===== src/rtl/mem_bus_arbiter.sv =====
// Shares one SRAM-like bus between fetch and MEM-stage requesters.
// One outstanding transaction; data side has priority in IDLE.
module mem_bus_arbiter #(
  parameter int ADDR_W = 32,
  parameter int DATA_W = 32
) (
  input  logic              clk,
  input  logic              rst,
  input  logic              inst_req,
  input  logic [ADDR_W-1:0] inst_addr,
  output logic [DATA_W-1:0] inst_rdata,
  output logic              inst_data_ok,
  input  logic              data_req,
  input  logic              data_wr,
  input  logic [1:0]        data_size,
  input  logic [ADDR_W-1:0] data_addr,
  input  logic [DATA_W-1:0] data_wdata,
  output logic [DATA_W-1:0] data_rdata,
  output logic              data_data_ok,
  output logic              bus_req,
  output logic              bus_wr,
  output logic [1:0]        bus_size,
  output logic [ADDR_W-1:0] bus_addr,
  output logic [DATA_W-1:0] bus_wdata,
  input  logic              bus_addr_ok,
  input  logic              bus_data_ok,
  input  logic [DATA_W-1:0] bus_rdata,
  output logic              stall_o
);

  typedef enum logic [2:0] {
    IDLE,
    D_ADDR,
    D_DATA,
    I_ADDR,
    I_DATA
  } state_t;

  typedef struct packed {
    logic              wr;
    logic [1:0]        size;
    logic [ADDR_W-1:0] addr;
    logic [DATA_W-1:0] wdata;
  } busReq_t;

  state_t  state, stateNext;
  busReq_t req, reqNext;
  logic    maskI, maskD;
  logic    instDone, dataDone;

  always_comb begin
    stateNext = state;
    reqNext   = req;
    instDone  = 1'b0;
    dataDone  = 1'b0;
    unique case (state)
      IDLE: begin
        if (data_req & ~maskD) begin
          reqNext.wr    = data_wr;
          reqNext.size  = data_size;
          reqNext.addr  = data_addr;
          reqNext.wdata = data_wdata;
          stateNext     = D_ADDR;
        end else if (inst_req & ~maskI) begin
          reqNext.wr    = 1'b0;
          reqNext.size  = 2'd2;
          reqNext.addr  = inst_addr;
          reqNext.wdata = '0;
          stateNext     = I_ADDR;
        end
      end
      D_ADDR: begin
        if (bus_addr_ok) begin
          // a zero-latency response skips the wait state
          if (bus_data_ok) begin
            dataDone  = 1'b1;
            stateNext = IDLE;
          end else begin
            stateNext = D_DATA;
          end
        end
      end
      D_DATA: begin
        if (bus_data_ok) begin
          dataDone  = 1'b1;
          stateNext = IDLE;
        end
      end
      I_ADDR: begin
        if (bus_addr_ok) begin
          if (bus_data_ok) begin
            instDone  = 1'b1;
            stateNext = IDLE;
          end else begin
            stateNext = I_DATA;
          end
        end
      end
      I_DATA: begin
        if (bus_data_ok) begin
          instDone  = 1'b1;
          stateNext = IDLE;
        end
      end
      default: stateNext = IDLE;
    endcase
  end

  assign bus_req   = (state == D_ADDR) | (state == I_ADDR);
  assign bus_wr    = req.wr;
  assign bus_size  = req.size;
  assign bus_addr  = req.addr;
  assign bus_wdata = req.wdata;

  always_ff @(posedge clk or posedge rst) begin
    if (rst) begin
      state        <= IDLE;
      req          <= '0;
      maskI        <= 1'b0;
      maskD        <= 1'b0;
      inst_rdata   <= '0;
      data_rdata   <= '0;
      inst_data_ok <= 1'b0;
      data_data_ok <= 1'b0;
      stall_o      <= 1'b0;
    end else begin
      state        <= stateNext;
      req          <= reqNext;
      // mask hides the served requester's stale req for one cycle
      maskI        <= instDone;
      maskD        <= dataDone;
      inst_data_ok <= instDone;
      data_data_ok <= dataDone;
      if (instDone) inst_rdata <= bus_rdata;
      if (dataDone) data_rdata <= bus_rdata;
      stall_o <= (inst_req & ~instDone)
               | (data_req & ~dataDone);
    end
  end

endmodule


===== config.mk =====
export PLATFORM = sky130hd
export DESIGN_NAME = mem_bus_arbiter
export DESIGN_NICKNAME = d
export VERILOG_FILES = /design/src/rtl/mem_bus_arbiter.sv
export SDC_FILE = /design/constraint.sdc
export NUM_CORES = 1
export LEC_CHECK = 0
export ABC_AREA = 1
export BUFFER_PORTS_ARGS = -buffer_cell sky130_fd_sc_hd__buf_2
export CAP_MARGIN = 20
export CORE_ASPECT_RATIO = 0.8
export CORE_MARGIN = 8
export CORE_UTILIZATION = 47
export DETAILED_ROUTE_END_ITERATION = 12
export GPL_TIMING_DRIVEN = 0
export PLACE_DENSITY = 0.81
export SLEW_MARGIN = 20
export SYNTH_ARGS = -nofsm -noshare
export SYNTH_HDL_FRONTEND = slang
export SYNTH_SLANG_ARGS = --single-unit

===== constraint.sdc =====
create_clock -name clk -period 5.3 [get_ports clk]
set_input_delay 1.06 -clock clk [delete_from_list [all_inputs] [get_ports clk]]
set_output_delay 1.06 -clock clk [all_outputs]
set_load 0.02 [all_outputs]

==> results of run 1 <==
layout by cell type (no fill, tap or decap), types with 4 or more instances in the layout:
cell type,instances
nor2_1,6
clkbuf_1,18
inv_2,4
o211ai_1,32
inv_1,38
dfrtp_1,137
nand3_1,71
clkinvlp_4,4
bufinv_16,4
nand2_1,343
buf_6,8
buf_2,284
clkbuf_16,17
worst paths after layout:
| path | end | slack (ns) | cells past startpoint |
|---|---|---|---|
| setup / recovery | bus_req | 2.94 | 4 |
| hold / removal | bus_wdata[28]$_DFFE_PP0P_ | 0.47 | 2 |
| setup reg to reg | bus_addr[10]$_DFFE_PP0P_ | 3.63 | 7 |
| hold reg to reg | bus_wdata[28]$_DFFE_PP0P_ | 0.47 | 2 |
| max in group asynchronous | bus_wdata[31]$_DFFE_PP0P_ | 3.90 | 3 |
| min in group asynchronous | bus_wdata[11]$_DFFE_PP0P_ | 0.69 | 2 |
per-layer routing:
metal | GRT usage (%) | vias up | part of all wire (%)
li1 | - | 2733 | -
met1 | 25.9 | 2622 | 41
met2 | 37.6 | 210 | 48
met3 | 8.48 | 29 | 8.4
met4 | 8.00 | 2 | 2.0
met5 | 0 | - | 0.055
registers in the layout, summed over array words and instances (netlist names):
name	flops
stall_o	1
bus_wr	1
maskD	1
data_rdata	32
bus_wdata	32
bus_size	2
state	3
maskI	1
bus_addr	32
inst_rdata	32
logic make-up after synthesis:
family / synth area share (%)
DFF: 58.8
buffers and inverters: 6.74
and+or+nand+nor: 30.2
AOI/OAI and AO/OA: 4.21
tightest hold or removal path: cells and delay by family (launching register included):
family,cells,cell delay (ns)
DFF,1,0.34
and+or+nand+nor,2,0.09
layout make-up:
type                    instances  area share [%]
well taps                     152            2.37
clock buffers                  18            5.34
plain buffers                  40            2.88
diodes                          1          0.0312
inverters                      43            2.10
multi-input cells             464            25.0
flip-flops and latches        137            42.7
clock inverters                14            2.43
repair buffers                271            17.2
where the power goes:
part	leakage, nW	switching, W	internal [W]
sequential	1.72	0.000250	0.00152
combinational	2.76	0.00155	0.000762
clock	0.293	0.000454	0.000791
total	4.77	0.00226	0.00307
through the flow:
stage | instance area (um2) | util, %
floorplan | 5830 | -
global placement | 7370 | 60.6
detailed placement | 7400 | 60.9
CTS | 8030 | 66.0
global route | 8030 | 66.0
finish | 8030 | 66.0
==> flow_summary.toml, run 1 <==
[synth]
synth_top_area_share_pct = 58.8
synthTopCellsByArea = "dfrtp_1 (59%), nand2_1 (22%), nand3_1 (6.1%)"
synth_ff_type = "dfrtp_1"
netlist_top_cells_count = "nand2_1 (343), dfrtp_1 (137), nand3_1 (71)"
yosys.area.top_type = "dfrtp_1"
ys_warn_count = 0
async_flop_share_pct = 100
synth_most_common_cell = "nand2_1"
synthDistinctLibCells = 19
synth-edff-count = 0
postSynthAreaPerCell_um2 = 8.52
yosysSeqAreaShare_pct = 58.8
ys_ff_latch = 137
syn-num-nets = 821
synth_cells = 684
synthesis.area_um2 = 5830

[sta]
finalMaxSlewViolations = 0
finalSetupTns_ns = 0
post-route-min-period_ns = 2.36
layout_setup_ws_ns = 2.94
tightest_slew_ns = 0.511
grt_setup_unrepaired = "false"
slew_headroom_pct = 65.9
whs_ns = 0.466
hold_violations = 0
post-route-period-util_pct = 44.5
setup_viol = 0
timing.fmax_ghz = 0.424
fin_skew_ns = 0.0102

[routing]
vias = 5596
wire_per_inst_um = 16.0
vias_per_cell = 4.91
ant_nets = 0
drc_errors = 0
drt_wl_total_um = 18200
drt-pass1-iter-count = 4
drt_iter0_drc = 313

[worst_hold_path]
hold_start = "bus_wdata[28]$_DFFE_PP0P_"
hold_path.class = "flop to flop"

[critical_path]
end_kind = "primary output"
path_cells = "inv_2, nand2_1, inv_2, buf_2"
path_class = "flop to primary output"
cpPeakStageDelay_ns = 0.42
cp_top_family = "flip-flops"
r2r_start = "maskD$_DFF_PP0_"
start_kind = "flop"
cp_max_fo = 4
cp-startpoint = "state[2]$_DFFE_PP0P_"
path_buf_inv = 3
crit_top_cell = "inv_2"
critPathArrivalTime_ns = 1.30
slowest_stage = "dfrtp_1"
crit_required_ns = 4.24

[cts]
cts_htree_levels = 4
cts.sinks = 137
clkSlewWorstSetupHoldPaths_ns = 0.06
cts_tree = "built"
cts.repair.resized = 0
cts_inserted_buffers = 17
clk_latency_ns = 0.40
clk_path_buf_depth = 2
cts_setup_buffers = 0
clockRootBuffer = "clkbuf_16"
cts_hold_buffers = 0

[run]
maxCapViolCount = 0

[global_route]
grt_use_total_pct = 22.4
antenna_found_initial = 2
grt_pass1_wl_um = 28900
grt_max_degree = 79
grt_pass1_vias = 5735
grt.overflow.total = 0

[run_status]
outcome = "complete, no violations"

[die]
die_h_um = 116
pin_count = 272
die_x_um = 141
core-area_um2 = 12200
placementRows = 36
initial_core_util_pct = 47.9
dieArea_um2 = 16200

[finish]
fillers = 1023
nets = 1111
area_delta_synth_final_pct = 37.8
instances_no_fill = 1140
drive_gt1_share_pct = 34.3
seqCellArea_um2 = 3430
multiInputGateArea_um2 = 2010

[power]
p_leak_nw = 4.77
fin_total_pwr_w = 0.00533
peakVddDrop_v = 0.000337
power.density_nw_per_um2 = 663

[placed_design]
hpwlAfterDp_um = 13900
portBuffers = 270
post-place-ws_ns = 2.81
dp.cells = 1107
gp_congestion = 0.835
No activity file was read; power rests on OpenSTA's default activity.
==> inputs of run 2 (changes only) <==
Clock period 5.3 ns to 2.2 ns, I/O delays scaled along.
==> run 2 against run 1 <==
Worst setup slack worse by 2.5 ns. Combinational power up 140%. Wire length up 2.4%. Global-route usage up 0.52 points. Largest power group unchanged.
==> flow_summary.toml, run 2 (synthesized netlist as in run 1, its figures left out) <==
[cts]
cts.repair.resized = 0
clk_path_buf_depth = 2
cts_htree_levels = 4
clockRootBuffer = "clkbuf_16"
cts_inserted_buffers = 17
cts.sinks = 137
clk_latency_ns = 0.41
cts_hold_buffers = 0
cts_setup_buffers = 0
clkSlewWorstSetupHoldPaths_ns = 0.06
cts_tree = "built"

[sta]
whs_ns = 0.121
tightest_slew_ns = 0.648
slew_headroom_pct = 56.7
hold_violations = 0
grt_setup_unrepaired = "false"
post-route-period-util_pct = 79.5
post-route-min-period_ns = 1.75
setup_viol = 0
layout_setup_ws_ns = 0.451
finalMaxSlewViolations = 0
fin_skew_ns = 0.00942
timing.fmax_ghz = 0.572

[routing]
vias = 5673
drt_wl_total_um = 18700
vias_per_cell = 4.97
ant_nets = 0
drt-pass1-iter-count = 4
wire_per_inst_um = 16.4
drt_iter0_drc = 427
drc_errors = 0

[critical_path]
r2r_start = "maskD$_DFF_PP0_"
path_class = "flop to primary output"
critPathArrivalTime_ns = 1.31
crit_required_ns = 1.76
r2r_end = "bus_addr[7]$_DFFE_PP0P_"
ff2ff_setup_slack_ns = 0.55
cp_max_fo = 4
end_kind = "primary output"
start_kind = "flop"
reg2reg_depth = 7

[finish]
area_delta_synth_final_pct = 39.1
layout.cells.most_common_list = "nand2_1 (343), buf_2 (284), dfrtp_1 (137)"
final_common_cell = "nand2_1"
fin_util_pct = 66.7
multiInputGateArea_um2 = 2010
drive_gt1_share_pct = 34.6
diodes = 0
nets = 1114
fillers = 1046
seqCellArea_um2 = 3430

[die]
pin_count = 272
core-area_um2 = 12200
die_x_um = 141
placementRows = 36
dieArea_um2 = 16200
initial_core_util_pct = 47.9
die_h_um = 116

[placed_design]
portBuffers = 270
post-place-ws_ns = 0.386
hpwlAfterDp_um = 14200
gp_congestion = 0.834

[global_route]
antenna_found_initial = 0
grtUsageMet1_pct = 27.3
grt_use_met3_pct = 8.36
grt.overflow.total = 0
grt_pass1_vias = 5759
globalRoute.busiestLayer = "met2"
grt_max_degree = 34
grt_use_met2_pct = 38.0
grt_pass1_wl_um = 29400
grt_use_total_pct = 22.9

[worst_hold_path]
hold_path.class = "primary input to async pin"

[run]
maxCapViolCount = 0

[run_status]
outcome = "complete, no violations"

[power]
power.density_nw_per_um2 = 1600
p_leak_nw = 4.82
peakVddDrop_v = 0.000776
-- run 2: cell count changes in the layout (fill, tap and decap cells not counted) --
cell	previous run	this run
buf_12	0	3
bufinv_16	4	5
clkbuf_1	18	17
clkinv_4	1	3
clkinvlp_4	4	2
diode_2	1	0
inv_8	1	0
-- run 2: layout make-up --
cell class                      count  area share [%]
Clock buffer                       17            5.25
Timing Repair Buffer              274            17.7
Tap cell                          152            2.35
Inverter                           43            2.04
Clock inverter                     14            2.72
Sequential cell                   137            42.3
Multi-Input combinational cell    464            24.8
Buffer                             40            2.86
-- run 2: critical path, cell delays in order, from the launching register on --
cell and delay, ns:
dfrtp_1 0.41, inv_2 0.09, nand2_1 0.10, inv_2 0.12
buf_2 0.19
-- run 2: worst max path at each step --
stage / start / end / slack, ns / depth (start not counted)
finish: state[2]$_DFFE_PP0P_ / bus_req / 0.45 / 4
global route: maskD$_DFF_PP0_ / bus_addr[7]$_DFFE_PP0P_ / 0.32 / 7
CTS: state[2]$_DFFE_PP0P_ / bus_req / 0.45 / 4
detailed placement: data_req / bus_addr[7]$_DFFE_PP0P_ / 0.39 / 7
global placement: rst / data_rdata[24]$_DFFE_PP0P_ / -0.81 / 2
floorplan: rst / bus_addr[0]$_DFFE_PP0P_ / 0.05 / 1
-- run 2: metrics by stage --
step	instance area (um2)	cells	total power, W	setup TNS (ns)
2_1_floorplan	5830	684	0.00780	0
6_report	8110	1141	0.0130	0
4_1_cts	8110	1141	0.0131	0
3_3_place_gp	7370	1106	0.00972	-110.39
5_1_grt	8110	1141	0.0138	0
3_5_place_dp	7460	1110	0.00989	0
-- run 2: routing by layer --
| metal | part of all wire, % | wire length [um] |
|---|---|---|
| met5 | 0 | 0 |
| met2 | 48 | 9010 |
| met4 | 1.9 | 361 |
| met3 | 8.8 | 1650 |
| met1 | 41 | 7670 |
-- run 2: power breakdown --
part | switching [W] | total [W] | leakage (nW) | internal (W)
combinational | 0.00372 | 0.00557 | 2.78 | 0.00184
sequential | 0.000617 | 0.00427 | 1.72 | 0.00366
clock | 0.00112 | 0.00314 | 0.314 | 0.00202
total | 0.00546 | 0.0130 | 4.82 | 0.00752
